<file path="src/rtl/video_timing_gen.sv">
// Raster counters with sync/data-enable delayed to line up with the layer colour
// that returns PIPE_DELAY cycles after the counts; also frame-level status.
module video_timing_gen #(
  parameter int unsigned H_ACTIVE   = 640,
  parameter int unsigned H_FP       = 16,
  parameter int unsigned H_SYNC     = 96,
  parameter int unsigned H_BP       = 48,
  parameter int unsigned V_ACTIVE   = 480,
  parameter int unsigned V_FP       = 10,
  parameter int unsigned V_SYNC     = 2,
  parameter int unsigned V_BP       = 33,
  parameter logic        SYNC_POL   = 1'b0,
  parameter int unsigned PIPE_DELAY = 7,
  parameter int unsigned BPP        = 8
) (
  input  logic                clk,
  input  logic                reset,
  output logic signed [31:0]  ext_count_h,
  output logic signed [31:0]  ext_count_v,
  input  logic [BPP-1:0]      ext_color,
  output logic                vga_hs,
  output logic                vga_vs,
  output logic                vga_de,
  output logic [BPP-1:0]      vga_color,
  output logic                vblank_start,
  output logic [31:0]         frame_count
);

  localparam logic [31:0] H_TOTAL  = 32'(H_ACTIVE + H_FP + H_SYNC + H_BP);
  localparam logic [31:0] V_TOTAL  = 32'(V_ACTIVE + V_FP + V_SYNC + V_BP);
  localparam logic [31:0] H_ACT_W  = 32'(H_ACTIVE);
  localparam logic [31:0] V_ACT_W  = 32'(V_ACTIVE);
  localparam logic [31:0] HS_START = 32'(H_ACTIVE + H_FP);
  localparam logic [31:0] HS_END   = 32'(H_ACTIVE + H_FP + H_SYNC);
  localparam logic [31:0] VS_START = 32'(V_ACTIVE + V_FP);
  localparam logic [31:0] VS_END   = 32'(V_ACTIVE + V_FP + V_SYNC);

  logic [31:0] h_q, h_d;
  logic [31:0] v_q, v_d;
  logic [31:0] frame_q, frame_d;
  logic        run_q;
  logic        vblank_q;

  logic hs_raw, vs_raw, de_raw;
  logic [PIPE_DELAY-1:0] hs_dly_q, vs_dly_q, de_dly_q;

  logic           hs_q, vs_q, de_q;
  logic [BPP-1:0] color_q;

  // run_q holds the counts at (0,0) for one extra cycle after reset release
  always_comb begin
    h_d     = h_q;
    v_d     = v_q;
    frame_d = frame_q;
    if (run_q) begin
      if (h_q == H_TOTAL - 32'd1) begin
        h_d = '0;
        if (v_q == V_TOTAL - 32'd1) begin
          v_d     = '0;
          frame_d = frame_q + 32'd1;
        end else begin
          v_d = v_q + 32'd1;
        end
      end else begin
        h_d = h_q + 32'd1;
      end
    end
  end

  assign de_raw = (h_q < H_ACT_W) && (v_q < V_ACT_W);
  assign hs_raw = ((h_q >= HS_START) && (h_q < HS_END)) ? SYNC_POL : ~SYNC_POL;
  assign vs_raw = ((v_q >= VS_START) && (v_q < VS_END)) ? SYNC_POL : ~SYNC_POL;

  always_ff @(posedge clk) begin
    if (!reset) begin
      h_q      <= '0;
      v_q      <= '0;
      frame_q  <= '0;
      run_q    <= 1'b0;
      vblank_q <= 1'b0;
      hs_dly_q <= {PIPE_DELAY{~SYNC_POL}};
      vs_dly_q <= {PIPE_DELAY{~SYNC_POL}};
      de_dly_q <= '0;
      hs_q     <= ~SYNC_POL;
      vs_q     <= ~SYNC_POL;
      de_q     <= 1'b0;
      color_q  <= '0;
    end else begin
      h_q      <= h_d;
      v_q      <= v_d;
      frame_q  <= frame_d;
      run_q    <= 1'b1;
      vblank_q <= (h_d == 32'd0) && (v_d == V_ACT_W);
      hs_dly_q[0] <= hs_raw;
      vs_dly_q[0] <= vs_raw;
      de_dly_q[0] <= de_raw;
      for (int i = 1; i < int'(PIPE_DELAY); i++) begin
        hs_dly_q[i] <= hs_dly_q[i-1];
        vs_dly_q[i] <= vs_dly_q[i-1];
        de_dly_q[i] <= de_dly_q[i-1];
      end
      hs_q    <= hs_dly_q[PIPE_DELAY-1];
      vs_q    <= vs_dly_q[PIPE_DELAY-1];
      de_q    <= de_dly_q[PIPE_DELAY-1];
      color_q <= de_dly_q[PIPE_DELAY-1] ? ext_color : '0;
    end
  end

  assign ext_count_h  = $signed(h_q);
  assign ext_count_v  = $signed(v_q);
  assign vga_hs       = hs_q;
  assign vga_vs       = vs_q;
  assign vga_de       = de_q;
  assign vga_color    = color_q;
  assign vblank_start = vblank_q;
  assign frame_count  = frame_q;

endmodule

</file>
<file path="config.mk">
export PLATFORM = sky130hd
export DESIGN_NAME = video_timing_gen
export DESIGN_NICKNAME = d
export VERILOG_FILES = /design/src/rtl/video_timing_gen.sv
export SDC_FILE = /design/constraint.sdc
export NUM_CORES = 1
export LEC_CHECK = 0
export BUFFER_PORTS_ARGS = -buffer_cell sky130_fd_sc_hd__buf_4
export CORE_UTILIZATION = 51
export CTS_CLUSTER_SIZE = 10
export DETAILED_ROUTE_END_ITERATION = 7
export HOLD_SLACK_MARGIN = 0.12
export PLACE_DENSITY = 0.77
export SYNTH_ARGS = -nofsm -noshare
export SYNTH_HDL_FRONTEND = slang
export SYNTH_SLANG_ARGS = --single-unit
</file>
<file path="constraint.sdc">
create_clock -name clk -period 3.7 [get_ports clk]
set_input_delay 0 -clock clk [delete_from_list [all_inputs] [get_ports clk]]
set_output_delay 0 -clock clk [all_outputs]
set_load 0.01 [all_outputs]
</file>
======== Yosys cells after proc, flatten, opt, wreduce, memory -nomap -nowiden ========
Cells that the tools add are included.
cells by class
  reductions and logical operators ........ 7
  order comparisons ....................... 6
  muxes and demuxes ....................... 8
  add/sub/neg operators ................... 3
  bitwise gates (word level) .............. 0
  multiply operators ...................... 0
  div/mod/pow operators ................... 0
  eq/ne operators ......................... 3
  shifts and indexed selects .............. 0
operators with widths
  kind                   count
  $mux 32                5
  $add 32x1->32 const B  3
  $eq 32x10->1 const B   2
  $lt 32x10->1 const B   2
  $lt 32x9->1 const B    2
  $eq 32x9->1 const B    1
  $ge 32x10->1 const B   1
  $ge 32x9->1 const B    1
  $logic_not 32->1       1
  $logic_and 1x1->1      4
  $mux 1                 3
  $reduce_and 3->1       1
  $reduce_and 2->1       1
storage, ports and cells
  latch bits .............................. 0
  register bits ........................... 130
  output and inout bits ................... 108
  memories ................................ 0
  bits in read-only memories .............. 0
  input bits .............................. 10
  RAM bits ................................ 0

======== Longest topological paths before layout ========
  word-level depth ........................ 6
  gate-level depth with buffers ........... 11
  depth with buffers taken out ............ 10

======== Worst setup path before layout ========
OpenSTA, ideal clock, no wires.
  path kind ............................... register to register
  from .................................... register h_q[23] (netlist: ext_count_h[23])
  to ...................................... register vblank_q (netlist: vblank_start)
  period minus slack after synthesis ...... 3.688 ns
  setup slack ............................. 0.012 ns
  data arrival time ....................... 3.627 ns
  buffers on the path ..................... 2
  required time ........................... 3.639 ns
  cell stages (with the launch flop) ...... 11
  cells stage by stage .................... dfxtp_1 -> clkbuf_1 -> or4_1 -> or4_4 -> or4_2 -> buf_2 -> nor3_1 -> xor2_1 -> or4b_2 -> nor4_1 -> and4_1
on the way
  longest elaborated chain between the ends .. 5
  elaborated cells on any way between the ends .. 9
  classes of those cells .................. add/sub (1); eq/ne (2); mux (4); reduce/logical (2)
ends and longest elaborated chain
  item                                                    RTL line  RTL
  from (decl)                                             38        logic [31:0] h_q, h_d;
  from (signal assigned)                                  76        h_q <= '0;
  from (signal assigned)                                  89        h_q <= h_d;
  $add 32x1->32 / $eq 32x10->1 (equally long branches)    65, 56
  $mux 32                                                 56        if (h_q == H_TOTAL - 32'd1) begin
  $mux 32                                                 55        if (run_q) begin
  $logic_not 32->1 / $eq 32x9->1 (equally long branches)  93        vblank_q <= (h_d == 32'd0) && (v_d == V_ACT_W);
  $logic_and 1x1->1 *                                     93
  to (signal assigned)                                    93
  to (decl)                                               42        logic vblank_q;
Mark *: on every way between the ends. The rest lies on a longest branch, timed or not.
A chain may end at the register's enable or synchronous reset.

======== Final worst setup path ========
  from .................................... register h_q[19] (netlist: ext_count_h[19])
  to ...................................... register vblank_q (netlist: vblank_start)
The elaborated chain is that of the path after synthesis.

==> impl_metrics.tcl <==
set metrics [dict create \
    maxCapViolCount 0 \
    syn_nets 813 \
    final_cells 1102 \
    cp.buffers_inverters 0 \
    p_clk_frac 0.525 \
    drive_gt1_frac 0.199 \
    initial_core_util 0.523 \
    finalCritPeriodShare 0.929 \
    cts_buffers 17 \
    swShare 0.206 \
    antenna_found_initial 0 \
    drtIter0Drc 638 \
    syn_area_um2 6630 \
    slew_viol_final 0 \
    firstDrtPassIters 8 \
    synthTopCellsByArea "dfxtp_1 39%, xnor2_1 7.3%, and2_1 4.9%" \
    postSynthCellCount 798 \
    relSlewSlack 0.545 \
    drc 0 \
    dpl.hpwl_um 12200 \
    post_cts_buffers 0 \
    critical_path_depth 8 \
    final_util 0.661 \
    ys_ff_latch 130 \
    synth_top_cell_area_share 0.393 \
    placed_area_um2 7700 \
    yosys_warnings 0 \
    p_int_uw 2470 \
    hold_ws_ns 0.379 \
    core_um2 12700 \
    die_area_um2 13500 \
    ir_worst_vdd_mv 0.296 \
    cts_tree "done" \
    critPathTopFamily "simple AND/OR/NAND/NOR gates" \
    finalSetupTns_ns 0 \
    cp.required_ns 4.05 \
    cp-end-kind "register" \
    crit_top_cell "or4_4" \
    p_sw_uw 643 \
    nFillCells 1070 \
    dieWidth_um 116 \
    syn_area_per_cell_um2 8.31 \
    multi_input_area_um2 3790 \
    synth_edf_count 0 \
    hold_path.class "primary input to register" \
    grt_start_max_net_pins 53 \
    antenna_left 0 \
    cts_sinks 130 \
    gr-total-overflow 0 \
    wirelength_um 17700 \
    max_stage_delay_ns 0.67 \
    hold_violations 0 \
    grt_pass1_vias 5625 \
    ys.flop_type "dfxtp_1" \
    crit_chain "or4_1 > or4_4 > or4_4 > nor3_4 > xor2_1 > or4b_2 > nor4_1 > and4_1" \
    seq_power_share 0.453 \
    die_height_um 116 \
    fin_crit_ns 3.44 \
    dp_cells 1062 \
    ys_async_sr_fraction 0 \
    crit_slowest_cell "or4b_2" \
    p_leak_uw 0.00335 \
    grt_pass1_wl_um 28300 \
    cp_max_fo 4 \
    insertion_delay_ns 0.41 \
    min_path_cells 3 \
    synth.largest_area_cell "dfxtp_1" \
    setup_viol 0 \
    regArea_um2 2600 \
    final_area_um2 8380 \
    gp_congestion 0.948 \
    rsz0062_at_grt "no" \
    nets 933 \
    post_drt_wl_per_cell_um 16.0 \
    clk_pin_slew_ns 0.06 \
    area_growth_pct 26.4 \
    crit_path_start_kind "register" \
    yosysUniqueCellTypes 59 \
    via_per_inst 5.77 \
    grt_usage 0.271 \
    crit_type "register to register" \
    synth-seq-area-share 0.393 \
    rows 41 \
    root_buffer "clkbuf_16" \
    cts_max_path_buffers 2 \
    status "completed" \
    skew_ns 0.00821 \
    cp.arrival_ns 3.79 \
    p_per_area_nw_per_um2 372 \
    antenna_cells 0 \
    port_buffers 117 \
    h-tree-depth 4 \
    tightest_slew_ns 0.676 \
    timing.fmax_ghz 0.291 \
    comb_power_share 0.022 \
    ios 118 \
    r2r_cells 8 \
    route.vias.total 6357 \
]
-- tightest hold or removal path: cells and delay by family --
family	cells	cell delay (ns)
simple gates	1	0.13
buf+inv	2	0.63
-- path summary, 6_finish.rpt --
path	startpoint	endpoint	slack (ns)
worst min-delay path	ext_color[0]	vga_color[0]$_SDFF_PN0_	0.38
worst max-delay path	ext_count_h[19]$_SDFF_PN0_	vblank_start$_SDFF_PN0_	0.26
worst min register to register	vs_dly_q[3]$_SDFF_PN1_	vs_dly_q[4]$_SDFF_PN1_	0.40
worst max register to register	ext_count_h[19]$_SDFF_PN0_	vblank_start$_SDFF_PN0_	0.26
-- power groups by stage --
| stage | clock network, uW | registers, uW | logic (uW) |
|---|---|---|---|
| 2_1_floorplan | 0 | 1440 | 33.4 |
| 3_3_place_gp | 0 | 1440 | 59.5 |
| 3_5_place_dp | 0 | 1440 | 60.3 |
| 4_1_cts | 1650 | 1410 | 68.1 |
| 5_1_grt | 1730 | 1410 | 75.1 |
| 6_report | 1640 | 1410 | 69.7 |
-- cells in the mapped netlist, drive strengths merged, types with 10 or more instances --
cell type  number
dfxtp         130
nand2          66
nor2           65
xnor2          55
nand3          54
and2           52
clkbuf         38
nand4          33
and3           30
xor2           30
nor4           27
o21ai          23
or3            23
nor3           22
nand2b         17
a21boi         15
nor2b          15
inv            14
buf            10
-- routing by layer --
metal / share of wire / vias to the layer above / GRT usage
met5: 0 / - / 0
met4: 0.027 / 0 / 0.125
met3: 0.067 / 44 / 0.0586
met2: 0.46 / 292 / 0.418
met1: 0.44 / 2970 / 0.361
li1: - / 3051 / -
-- cell type report --
cell class / instances / share of cell area
clock inverters: 9 / 0.0127
inverters: 14 / 0.00627
well taps: 172 / 0.0257
multi-input cells: 606 / 0.452
repair buffers: 149 / 0.136
clock buffers: 22 / 0.0566
flip-flops and latches: 130 / 0.311
-- sequential cells by signal, summed over array words and instances, names as in the netlist --
name,cells
vga_vs,1
vga_color,8
vga_de,1
hs_dly_q,7
frame_count,32
ext_count_v,32
vblank_start,1
vga_hs,1
vs_dly_q,7
de_dly_q,7
ext_count_h,32
run_q,1
-- per-stage QoR --
stage	worst slack (ns)	power (uW)
6_report	0.263	3120
5_1_grt	0.146	3220
4_1_cts	0.0712	3130
2_1_floorplan	0.0118	1470
3_5_place_dp	0.0842	1500
3_3_place_gp	0.187	1500
-- cells in the final DEF (no fill, tap or decap), types with 3 or more instances in the layout --
cell type	synthesis	layout
xnor2_1	55	55
and2_1	52	52
nor2_1	65	65
inv_1	14	14
a211oi_1	3	3
clkbuf_16	0	17
o31ai_1	5	5
o22ai_1	3	3
or4_4	2	3
clkinv_2	0	3
buf_4	1	140
or2_2	4	4
nand4_1	31	31
clkinvlp_4	0	3
nor2b_1	15	15
a21oi_1	7	7
nand3_1	54	54
dfxtp_1	130	130
nor4b_1	3	3
xor2_1	30	30
and4_1	8	8
a21boi_0	10	10
ha_1	5	5
and3_1	30	30
dlygate4sd3_1	0	9
or4_1	6	6
clkbuf_8	0	3
a21boi_1	5	5
nand2b_1	17	17
nor3_1	21	20
or3_1	23	23
nand2_1	66	66
nor4_1	25	25
o21ai_0	23	23
mux2i_1	4	4
-- logic make-up (layout without fill, tap and decap cells) --
logic type | Yosys count | in the layout | synth area share
and+or+nand+nor | 434 | 434 | 0.363
adders and majority gates | 5 | 5 | 0.00944
AOI/OAI and AO/OA | 78 | 78 | 0.0789
xor gates and xnor gates | 85 | 85 | 0.112
DFF | 130 | 130 | 0.393
buffers and inverters | 62 | 194 | 0.0381
muxes | 4 | 4 | 0.00604
-- what timing repair did --
action,in CTS,in global routing
hold buffers,9,0
endpoints found under the hold margin,52,0
gates resized for setup,0,3
setup endpoints to repair,0,1
(Power assumes the default switching activity.)
